$ cat config.mk
export PLATFORM = sky130hd
export DESIGN_NAME = mem_arbiter
export DESIGN_NICKNAME = d
export VERILOG_FILES = /design/src/rtl/mem_arbiter.sv
export SDC_FILE = /design/constraint.sdc
export NUM_CORES = 1
export LEC_CHECK = 0
export ABC_AREA = 1
export ABC_CLOCK_PERIOD_IN_PS = 2400
export CAP_MARGIN = 20
export CORE_UTILIZATION = 45
export CTS_CLUSTER_SIZE = 10
export DETAILED_ROUTE_END_ITERATION = 10
export MAX_ROUTING_LAYER = met4
export PLACE_DENSITY_LB_ADDON = 0.1
export SYNTH_ARGS = -nofsm -noshare
export SYNTH_HDL_FRONTEND = slang
export SYNTH_SLANG_ARGS = --single-unit
$ cat constraint.sdc
create_clock -name clk -period 2.4 [get_ports clk]
set_clock_uncertainty 0.05 [all_clocks]
set_input_delay 0.36 -clock clk [delete_from_list [all_inputs] [get_ports clk]]
set_output_delay 0.36 -clock clk [all_outputs]
set_load 0.03 [all_outputs]
$ cat src/rtl/mem_arbiter.sv
// mem_arbiter: round-robin arbiter sharing one fixed-latency memory between the CPU and a DMA requester.
// Each grant runs IDLE -> ISSUE -> WAIT (MEM_LAT cycles) -> DONE with a one-cycle ack.
module mem_arbiter #(
    parameter int ADDR_W  = 32,
    parameter int DATA_W  = 32,
    parameter int MEM_LAT = 1
) (
    input  logic              clk,
    input  logic              reset,
    input  logic              cpu_req,
    input  logic              cpu_we,
    input  logic [ADDR_W-1:0] cpu_addr,
    input  logic [DATA_W-1:0] cpu_wdata,
    output logic              cpu_ack,
    output logic [DATA_W-1:0] cpu_rdata,
    input  logic              dma_req,
    input  logic              dma_we,
    input  logic [ADDR_W-1:0] dma_addr,
    input  logic [DATA_W-1:0] dma_wdata,
    output logic              dma_ack,
    output logic [DATA_W-1:0] dma_rdata,
    output logic              mem_en,
    output logic              mem_we,
    output logic [ADDR_W-1:0] mem_addr,
    output logic [DATA_W-1:0] mem_wdata,
    input  logic [DATA_W-1:0] mem_rdata,
    output logic              busy,
    output logic              owner
);
    localparam int CW = (MEM_LAT > 1) ? $clog2(MEM_LAT) : 1;

    typedef enum logic [1:0] {IDLE, ISSUE, WAIT, DONE} state_t;

    state_t            state_q, state_d;
    logic [CW-1:0]     cnt_q, cnt_d;
    logic              owner_q, owner_d;
    logic              cmd_we_q, cmd_we_d;
    logic              mem_en_q, mem_en_d;
    logic              mem_we_q, mem_we_d;
    logic [ADDR_W-1:0] mem_addr_q, mem_addr_d;
    logic [DATA_W-1:0] mem_wdata_q, mem_wdata_d;
    logic              cpu_ack_q, cpu_ack_d;
    logic              dma_ack_q, dma_ack_d;
    logic [DATA_W-1:0] cpu_rdata_q, cpu_rdata_d;
    logic [DATA_W-1:0] dma_rdata_q, dma_rdata_d;
    logic              grant_dma;

    // On a tie the port that was not served last wins.
    assign grant_dma = dma_req & (~cpu_req | ~owner_q);

    always_comb begin
        state_d     = state_q;
        cnt_d       = cnt_q;
        owner_d     = owner_q;
        cmd_we_d    = cmd_we_q;
        mem_en_d    = 1'b0;
        mem_we_d    = 1'b0;
        mem_addr_d  = mem_addr_q;
        mem_wdata_d = mem_wdata_q;
        cpu_ack_d   = 1'b0;
        dma_ack_d   = 1'b0;
        cpu_rdata_d = cpu_rdata_q;
        dma_rdata_d = dma_rdata_q;
        case (state_q)
            IDLE: if (cpu_req | dma_req) begin
                state_d     = ISSUE;
                owner_d     = grant_dma;
                cmd_we_d    = grant_dma ? dma_we : cpu_we;
                mem_addr_d  = grant_dma ? dma_addr : cpu_addr;
                mem_wdata_d = grant_dma ? dma_wdata : cpu_wdata;
                mem_en_d    = 1'b1;
                mem_we_d    = cmd_we_d;
            end
            ISSUE: begin
                state_d = WAIT;
                cnt_d   = CW'(MEM_LAT - 1);
            end
            WAIT: if (cnt_q == '0) begin
                state_d     = DONE;
                cpu_ack_d   = ~owner_q;
                dma_ack_d   = owner_q;
                cpu_rdata_d = (!cmd_we_q && !owner_q) ? mem_rdata : cpu_rdata_q;
                dma_rdata_d = (!cmd_we_q && owner_q) ? mem_rdata : dma_rdata_q;
            end else begin
                cnt_d = cnt_q - 1'b1;
            end
            default: state_d = IDLE;
        endcase
    end

    always_ff @(posedge clk or negedge reset) begin
        if (!reset) begin
            state_q     <= IDLE;
            cnt_q       <= '0;
            owner_q     <= 1'b1;
            cmd_we_q    <= 1'b0;
            mem_en_q    <= 1'b0;
            mem_we_q    <= 1'b0;
            mem_addr_q  <= '0;
            mem_wdata_q <= '0;
            cpu_ack_q   <= 1'b0;
            dma_ack_q   <= 1'b0;
            cpu_rdata_q <= '0;
            dma_rdata_q <= '0;
        end else begin
            state_q     <= state_d;
            cnt_q       <= cnt_d;
            owner_q     <= owner_d;
            cmd_we_q    <= cmd_we_d;
            mem_en_q    <= mem_en_d;
            mem_we_q    <= mem_we_d;
            mem_addr_q  <= mem_addr_d;
            mem_wdata_q <= mem_wdata_d;
            cpu_ack_q   <= cpu_ack_d;
            dma_ack_q   <= dma_ack_d;
            cpu_rdata_q <= cpu_rdata_d;
            dma_rdata_q <= dma_rdata_d;
        end
    end

    assign cpu_ack   = cpu_ack_q;
    assign dma_ack   = dma_ack_q;
    assign cpu_rdata = cpu_rdata_q;
    assign dma_rdata = dma_rdata_q;
    assign mem_en    = mem_en_q;
    assign mem_we    = mem_we_q;
    assign mem_addr  = mem_addr_q;
    assign mem_wdata = mem_wdata_q;
    assign busy      = state_q != IDLE;
    assign owner     = owner_q;
endmodule

# --- Yosys cells after proc, flatten, opt, wreduce, memory -nomap -nowiden ---
# Index checks and enable logic that the tools add are counted.
op_classes:
  n_eq_ne: 4
  bitwise: 6
  n_reduce_logical: 11
  add_sub_neg: 1
  mux: 16
op_table:
  columns: ["cell", "count"]
  rows:
  - ["$mux W32", 2]
  - ["$mux W1", 10]
  - ["$pmux W2 S3", 1]
  - ["$reduce_and A3 Y1", 2]
  - ["$mux W2", 2]
  - ["$ne A2 B2 Y1 const B", 2]
  - ["$reduce_and A2 Y1", 2]
  - ["$reduce_bool A2 Y1", 2]
  - ["$not A1 Y1", 3]
  - ["$eq A2 B1 Y1 const B", 1]
  - ["$eq A2 B2 Y1 const B", 1]
  - ["$logic_and A1 B1 Y1", 2]
  - ["$logic_not A1 Y1", 2]
  - ["$logic_not A2 Y1", 1]
  - ["$or A1 B1 Y1", 2]
  - ["$pmux W1 S2", 1]
  - ["$and A1 B1 Y1", 1]
  - ["$sub A1 B1 Y1 const B", 1]
totals:
  input_bits: 166
  reg_bits: 137
  out_inout_bits: 134
  word_cells: 50

# --- Longest topological paths before layout ---
# Gate-level depths: netlist (run 1).
depth:
  word_depth: 6
  mapped_depth: 8
  mapped_depth_nobuf: 7

# --- Worst setup path before layout (run 1) ---
# OpenSTA, ideal clock, no wires.
synth_timing:
  path_type: "register -> register"
  from: "register owner_q, in the netlist owner"
  to: "register mem_wdata_q[17], in the netlist mem_wdata[17]"
  setup_slack_ps: 943
  stages_incl_launch_ff: 8
  n_path_buf: 2
  required_time_ps: 2232
  setup_time_ps: 118
  period_less_slack_ps: 1457
  t_arrival_ps: 1290
  cell_sequence: "dfstp_2 -> nand2_1 -> nand2_1 -> buf_4 -> buf_2 -> nand2_1 -> nand3_1 -> nand2_1"
synth_between:
  elab_chain_cells: 4
synth_lines:
  columns: ["item", "line_no", "text"]
  rows:
  - ["start: declaration", "36", "logic owner_q, owner_d;"]
  - ["start signal: assignment", "108", "owner_q <= owner_d;"]
  - ["$not A1 Y1", "49", "assign grant_dma = dma_req & (~cpu_req | ~owner_q);"]
  - ["$or A1 B1 Y1", "49", null]
  - ["$and A1 B1 Y1", "49", null]
  - ["$mux W32", "70", "mem_wdata_d = grant_dma ? dma_wdata : cpu_wdata;"]
  - ["end signal: assignment", "113", "mem_wdata_q <= mem_wdata_d;"]
  - ["end: declaration", "41", "logic [DATA_W-1:0] mem_wdata_q, mem_wdata_d;"]
# No other way between the ends.
# A chain may end at the register's enable or synchronous reset.

# --- Final worst setup path (run 1) ---
layout_timing:
  from: "register state_q[0]"
  to: "output busy"
layout_between:
  elab_chain_cells: 1
layout_lines:
  columns: ["item", "line_no", "text"]
  rows:
  - ["start: declaration", "34", "state_t state_q, state_d;"]
  - ["start signal: assignment", "106", "state_q <= state_d;"]
  - ["$reduce_bool A2 Y1", "129", "assign busy = state_q != IDLE;"]
  - ["end: declaration", "27", "output logic busy,"]
# No other way between the ends.

==> results of run 1 <==
==> cells by family after synthesis <==
kind of cell | synth area share [%]
buffers and inverters | 13.7
adder cells (fa/ha/maj) | 0.396
flip-flops | 53.9
AO/OA/AOI/OAI | 5.47
AND/OR/NAND/NOR | 26.4
==> through the flow <==
| stage | area [um^2] | total power, uW | worst slack, ns | hold WS (ns) | utilization (%) |
|---|---|---|---|---|---|
| 6_report | 10200 | 14300 | 0.106 | 0.261 | 75.5 |
| 5_1_grt | 10200 | 15100 | 0.0242 | 0.258 | 75.5 |
| 4_1_cts | 10200 | 14400 | 0.0777 | 0.247 | 75.5 |
| 3_5_place_dp | 9490 | 11500 | 0.455 | 0.122 | 70.6 |
| 3_3_place_gp | 9490 | 11300 | 0.518 | 0.122 | 70.6 |
| 2_1_floorplan | 6310 | 8180 | 0.943 | 0.0144 | - |
==> cell usage in the layout (no fill, tap or decap), drive strengths merged, types with 3 or more instances in the layout <==
cell,n
clkdlybuf4s50,297
nand2,267
inv,170
dfrtp,135
nand3,130
o21ai,69
clkbuf,20
buf,16
bufinv,5
clkinv,4
nor2,3
==> power by group <==
group          switching (uW)  internal (uW)  total (uW)
logic                    4460           2920        7380
registers                 612           3460        4070
clock network             959           1900        2850
==> timing repair <==
item / in CTS / in global routing
buffers inserted: 0 / 0
hold buffers: 1 / 0
hold endpoints to repair: 135 / 0
==> registers in the layout, indices dropped and copies added (netlist names) <==
name	flops
cpu_rdata	32
cpu_ack	1
mem_we	1
state_q	2
mem_wdata	32
owner	1
mem_en	1
dma_rdata	32
cmd_we_q	1
mem_addr	32
dma_ack	1
==> per-layer routing <==
| layer | part of all wire, % | global-route usage [%] |
|---|---|---|
| met5 | 0 | - |
| met4 | 4.1 | 13.2 |
| met3 | 7.2 | 7.26 |
| met2 | 49 | 46.2 |
| met1 | 40 | 32.7 |
==> Yosys cell counts <==
cell type,number
inv_2,1
nand2_1,265
buf_2,27
o21ai_0,67
o21ai_1,2
clkbuf_1,14
dfstp_2,1
nand2_2,2
nor2_1,3
ha_1,2
nand3_1,130
buf_4,6
inv_1,168
dfrtp_1,135
==> final cells by class <==
cell class	count	area, um^2	share of cell area [%]
Clock inverter	11	194	1.91
Multi-Input combinational cell	471	2060	20.3
Inverter	169	634	6.25
Sequential cell	136	3400	33.5
Clock buffer	20	457	4.50
Tap cell	176	220	2.17
Timing Repair Buffer	314	3180	31.3
==> final timing paths <==
check,startpoint,to,slack (ns),depth (start not counted)
min,reset,mem_addr[25],0.26,2
min in group clk,dma_req,state_q[0],0.33,4
max,state_q[0],busy,0.11,4
max in group asynchronous,reset,owner,1.45,3
min reg2reg,mem_wdata[1],mem_wdata[1],0.42,2
max reg2reg,state_q[0],cpu_rdata[16],0.60,8
==> results.yml, run 1 <==
finish:
  drive_gt1_share_pct: 4.82
  fin_cells: 1297
  syn_to_final_growth_pct: 60.9
  fin_nets: 1277
  antenna_cells: 0
  n_fill_cell: 1053
timing:
  slew_viol_final: 0
  fin_crit_ns: 2.29
  finalSetupViolCount: 0
  grt_setup_unrepaired: "no"
  fin_crit_sh_pct: 95.6
  final_hold_viol_count: 0
  tns_ns: 0
  max-slew-margin-rel_pct: 62.5
  max_freq_mhz: 436
  worst_pin_slew_ns: 0.563
critical_path:
  worst_ep_arrival_time_ns: 1.88
  crit_family: "buffers and inverters"
  critPathKind: "reg -> out"
  crit_fanout: 4
  required_ns: 1.99
  startpoint_type: "flop"
  path_cells: "inv_1, ha_1, inv_2, clkdlybuf4s50_1"
  critPathCaptureType: "output pin"
  max_stage_delay_ns: 0.70
  path_buf_inv: 3
  slowest_stage: "clkdlybuf4s50_1"
logic_synthesis:
  syn_inst: 823
  synth_seq_cells: 136
  synth_area_um2: 6310
  synth.area.top_cells: "dfrtp_1, nand2_1, nand3_1, inv_1, o21ai_0"
  syn_nets: 991
  synth.distinct_cells: 14
  synth_top_area_share_pct: 53.5
  yosysSeqAreaShare_pct: 53.9
  synth_top_area_cell: "dfrtp_1"
  yosys_warnings: 0
  syn-mean-instance-area_um2: 7.67
die:
  die-area_um2: 14500
  placementRows: 42
  start_util_pct: 46.9
  io_pins: 300
  die_w_um: 120
  die_y_um: 120
  core-area_um2: 13500
global_route:
  grtUsageTotal_pct: 28.3
  grt_max_degree: 68
  antenna_found_initial: 0
  gr-total-overflow: 0
  grt_pass1_wl_um: 30600
  grt_pass1_vias: 6155
route:
  viasPerCell: 4.78
  drt-pass1-iter-count: 4
  drc: 0
  drtIter0Drc: 405
  ant_nets: 0
  routed_wl_um: 19100
  wl_per_cell_um: 14.7
  routed-via-count: 6200
run_status:
  status: "finished, final reports clean"
cts:
  cts-root-buf: "clkbuf_16"
  cts_tree: "yes"
  cts_resized: 0
  cts_buffer_depth: 2
  htreeDepth: 4
  clock_latency_ns: 0.41
  numCtsBuffers: 17
  clock_sinks: 136
  cts.reportedPaths.clkPinSlew_ns: 0.06
placed_design:
  port_buffers: 299
  place_inst: 1265
  routabilityCongestion: 0.847
  place_hpwl_um: 13500
power:
  vdd_ir_drop_max_uv: 788
  p_per_area_nw_per_um2: 1410
  power.leakage_uw: 0.00528
flow_run:
  maxCapViolCount: 0
worst_hold_path:
  hold_path.class: "in -> async"
Power figures use the tool's default switching activity.
==> run 2, diff against run 1 <==
Settings changed: SLEW_MARGIN from default to 20.
==> results of run 2 <==
No change in the layout: final DEF, timing and power equal those of run 1.
==> run 3, diff against run 2 <==
Settings changed: CORE_UTILIZATION 45 to 40, HOLD_SLACK_MARGIN from default to 0.06.
==> results.yml, run 3 (same netlist as run 1, synthesis figures left out) <==
route:
  drc: 0
  drt-pass1-iter-count: 6
  routed-via-count: 6077
  ant_nets: 0
  routed_wl_um: 18500
  viasPerCell: 4.57
  drtIter0Drc: 267
  wl_per_cell_um: 13.9
finish:
  syn_to_final_growth_pct: 60.3
  drive_gt1_share_pct: 4.82
  final_cell_mix: "clkdlybuf4s50_1, nand2_1, inv_1"
  layout_commonest_cell: "clkdlybuf4s50_1"
  fin_nets: 1276
  fin_cells: 1331
  n_fill_cell: 1357
  antenna_cells: 0
global_route:
  antenna_found_initial: 0
  met3_usage_pct: 5.32
  grt-busiest-layer: "met2"
  grt.met1_usage_pct: 28.5
  grt_max_degree: 67
  grtUsageTotal_pct: 24.4
  grt_pass1_vias: 5993
  grt_util_met2_pct: 39.3
  grt_pass1_wl_um: 29700
  gr-total-overflow: 0
die:
  placementRows: 45
  die-area_um2: 16300
  die_y_um: 128
  io_pins: 300
  die_w_um: 128
  core-area_um2: 15300
  start_util_pct: 41.2
critical_path:
  rr_endpoint: "dma_rdata[28]"
  crit_fanout: 4
  r2r-start: "state_q[0]"
  startpoint_type: "flop"
  r2r_slack_ns: 0.76
  reg2regPathDepth: 7
  crit_family: "buffers and inverters"
  slowest_stage: "clkdlybuf4s50_1"
  path_cells: "inv_1, ha_1, inv_2, clkdlybuf4s50_1"
  critPathKind: "reg -> out"
  worst_ep_arrival_time_ns: 1.89
  path_buf_inv: 3
  critPathCaptureType: "output pin"
  required_ns: 1.99
  max_stage_delay_ns: 0.71
cts:
  cts_buffer_depth: 2
  postCtsSetupBuffers: 0
  clock_latency_ns: 0.42
  clock_sinks: 136
  htreeDepth: 4
  cts.reportedPaths.clkPinSlew_ns: 0.06
  cts_hold_buf: 1
  cts_tree: "yes"
  numCtsBuffers: 17
  cts_resized: 0
  cts-root-buf: "clkbuf_16"
placed_design:
  port_buffers: 299
  routabilityCongestion: 0.803
  place_hpwl_um: 12800
  place_inst: 1299
timing:
  grt_setup_unrepaired: "no"
  slew_viol_final: 0
  fin_crit_sh_pct: 95.7
  final_hold_viol_count: 0
  tns_ns: 0
  worst_pin_slew_ns: 0.575
  max_freq_mhz: 436
  finalSetupViolCount: 0
  fin_crit_ns: 2.30
  max-slew-margin-rel_pct: 61.7
flow_run:
  maxCapViolCount: 0
worst_hold_path:
  hold_path.class: "in -> async"
power:
  vdd_ir_drop_max_uv: 703
  pwr-share-seq_pct: 29.0
  p_switching_uw: 6080
  combPwrFrac_pct: 52.2
  swShare_pct: 43.4
  p_per_area_nw_per_um2: 1380
  internal_power_uw: 7920
  power.leakage_uw: 0.00523
  pwr-share-clk_pct: 18.7
run_status:
  status: "finished, final reports clean"
## run 3: worst max-delay path by stage
stage / startpoint / to / slack [ns] / cells after the start
global route: state_q[1] / busy / 0.02 / 4
global placement: state_q[0] / busy / 0.55 / 4
CTS: state_q[0] / busy / 0.07 / 4
detailed placement: state_q[0] / busy / 0.53 / 4
finish: state_q[0] / busy / 0.10 / 4
floorplan: owner / mem_wdata[17] / 0.94 / 7
## run 3: power by group through the flow
stage	Clock [uW]	Sequential [uW]	Combinational, uW
detailed placement	0	4080	7370
finish	2620	4060	7310
floorplan	0	6250	1930
global route	2780	4190	7870
CTS	2680	4070	7400
global placement	0	4050	7300
## run 3: cell type report
class / instances / area (um^2) / area share (%)
inverters: 169 / 634 / 6.27
clock buffers: 17 / 425 / 4.21
repair buffers: 313 / 3160 / 31.2
clock inverters: 14 / 164 / 1.62
well taps: 211 / 264 / 2.61
multi-input cells: 471 / 2060 / 20.4
flip-flops and latches: 136 / 3400 / 33.7
## run 3: per-layer routing
layer,share of wire [%],vias up
met5,0,-
met3,6.1,55
li1,-,3054
met4,4.2,0
met1,41,2747
met2,48,221
## run 3: stage by stage
step	setup WS [ns]	util (%)	total power, uW	instance area, um^2	hold slack, ns
2_1_floorplan	0.943	-	8180	6310	0.0144
3_3_place_gp	0.550	62.1	11400	9520	0.257
3_5_place_dp	0.528	62.1	11400	9520	0.259
4_1_cts	0.0732	66.0	14100	10100	0.376
5_1_grt	0.0167	66.0	14800	10100	0.414
6_report	0.104	66.0	14000	10100	0.364
## run 3: worst reg2reg max path, stage by stage, from the launching register on
cell     delay, ns
dfrtp_1       0.32
inv_1         0.06
ha_1          0.22
nand2_1       0.08
inv_1         0.05
nand2_2       0.04
buf_4         0.47
o21ai_0       0.19
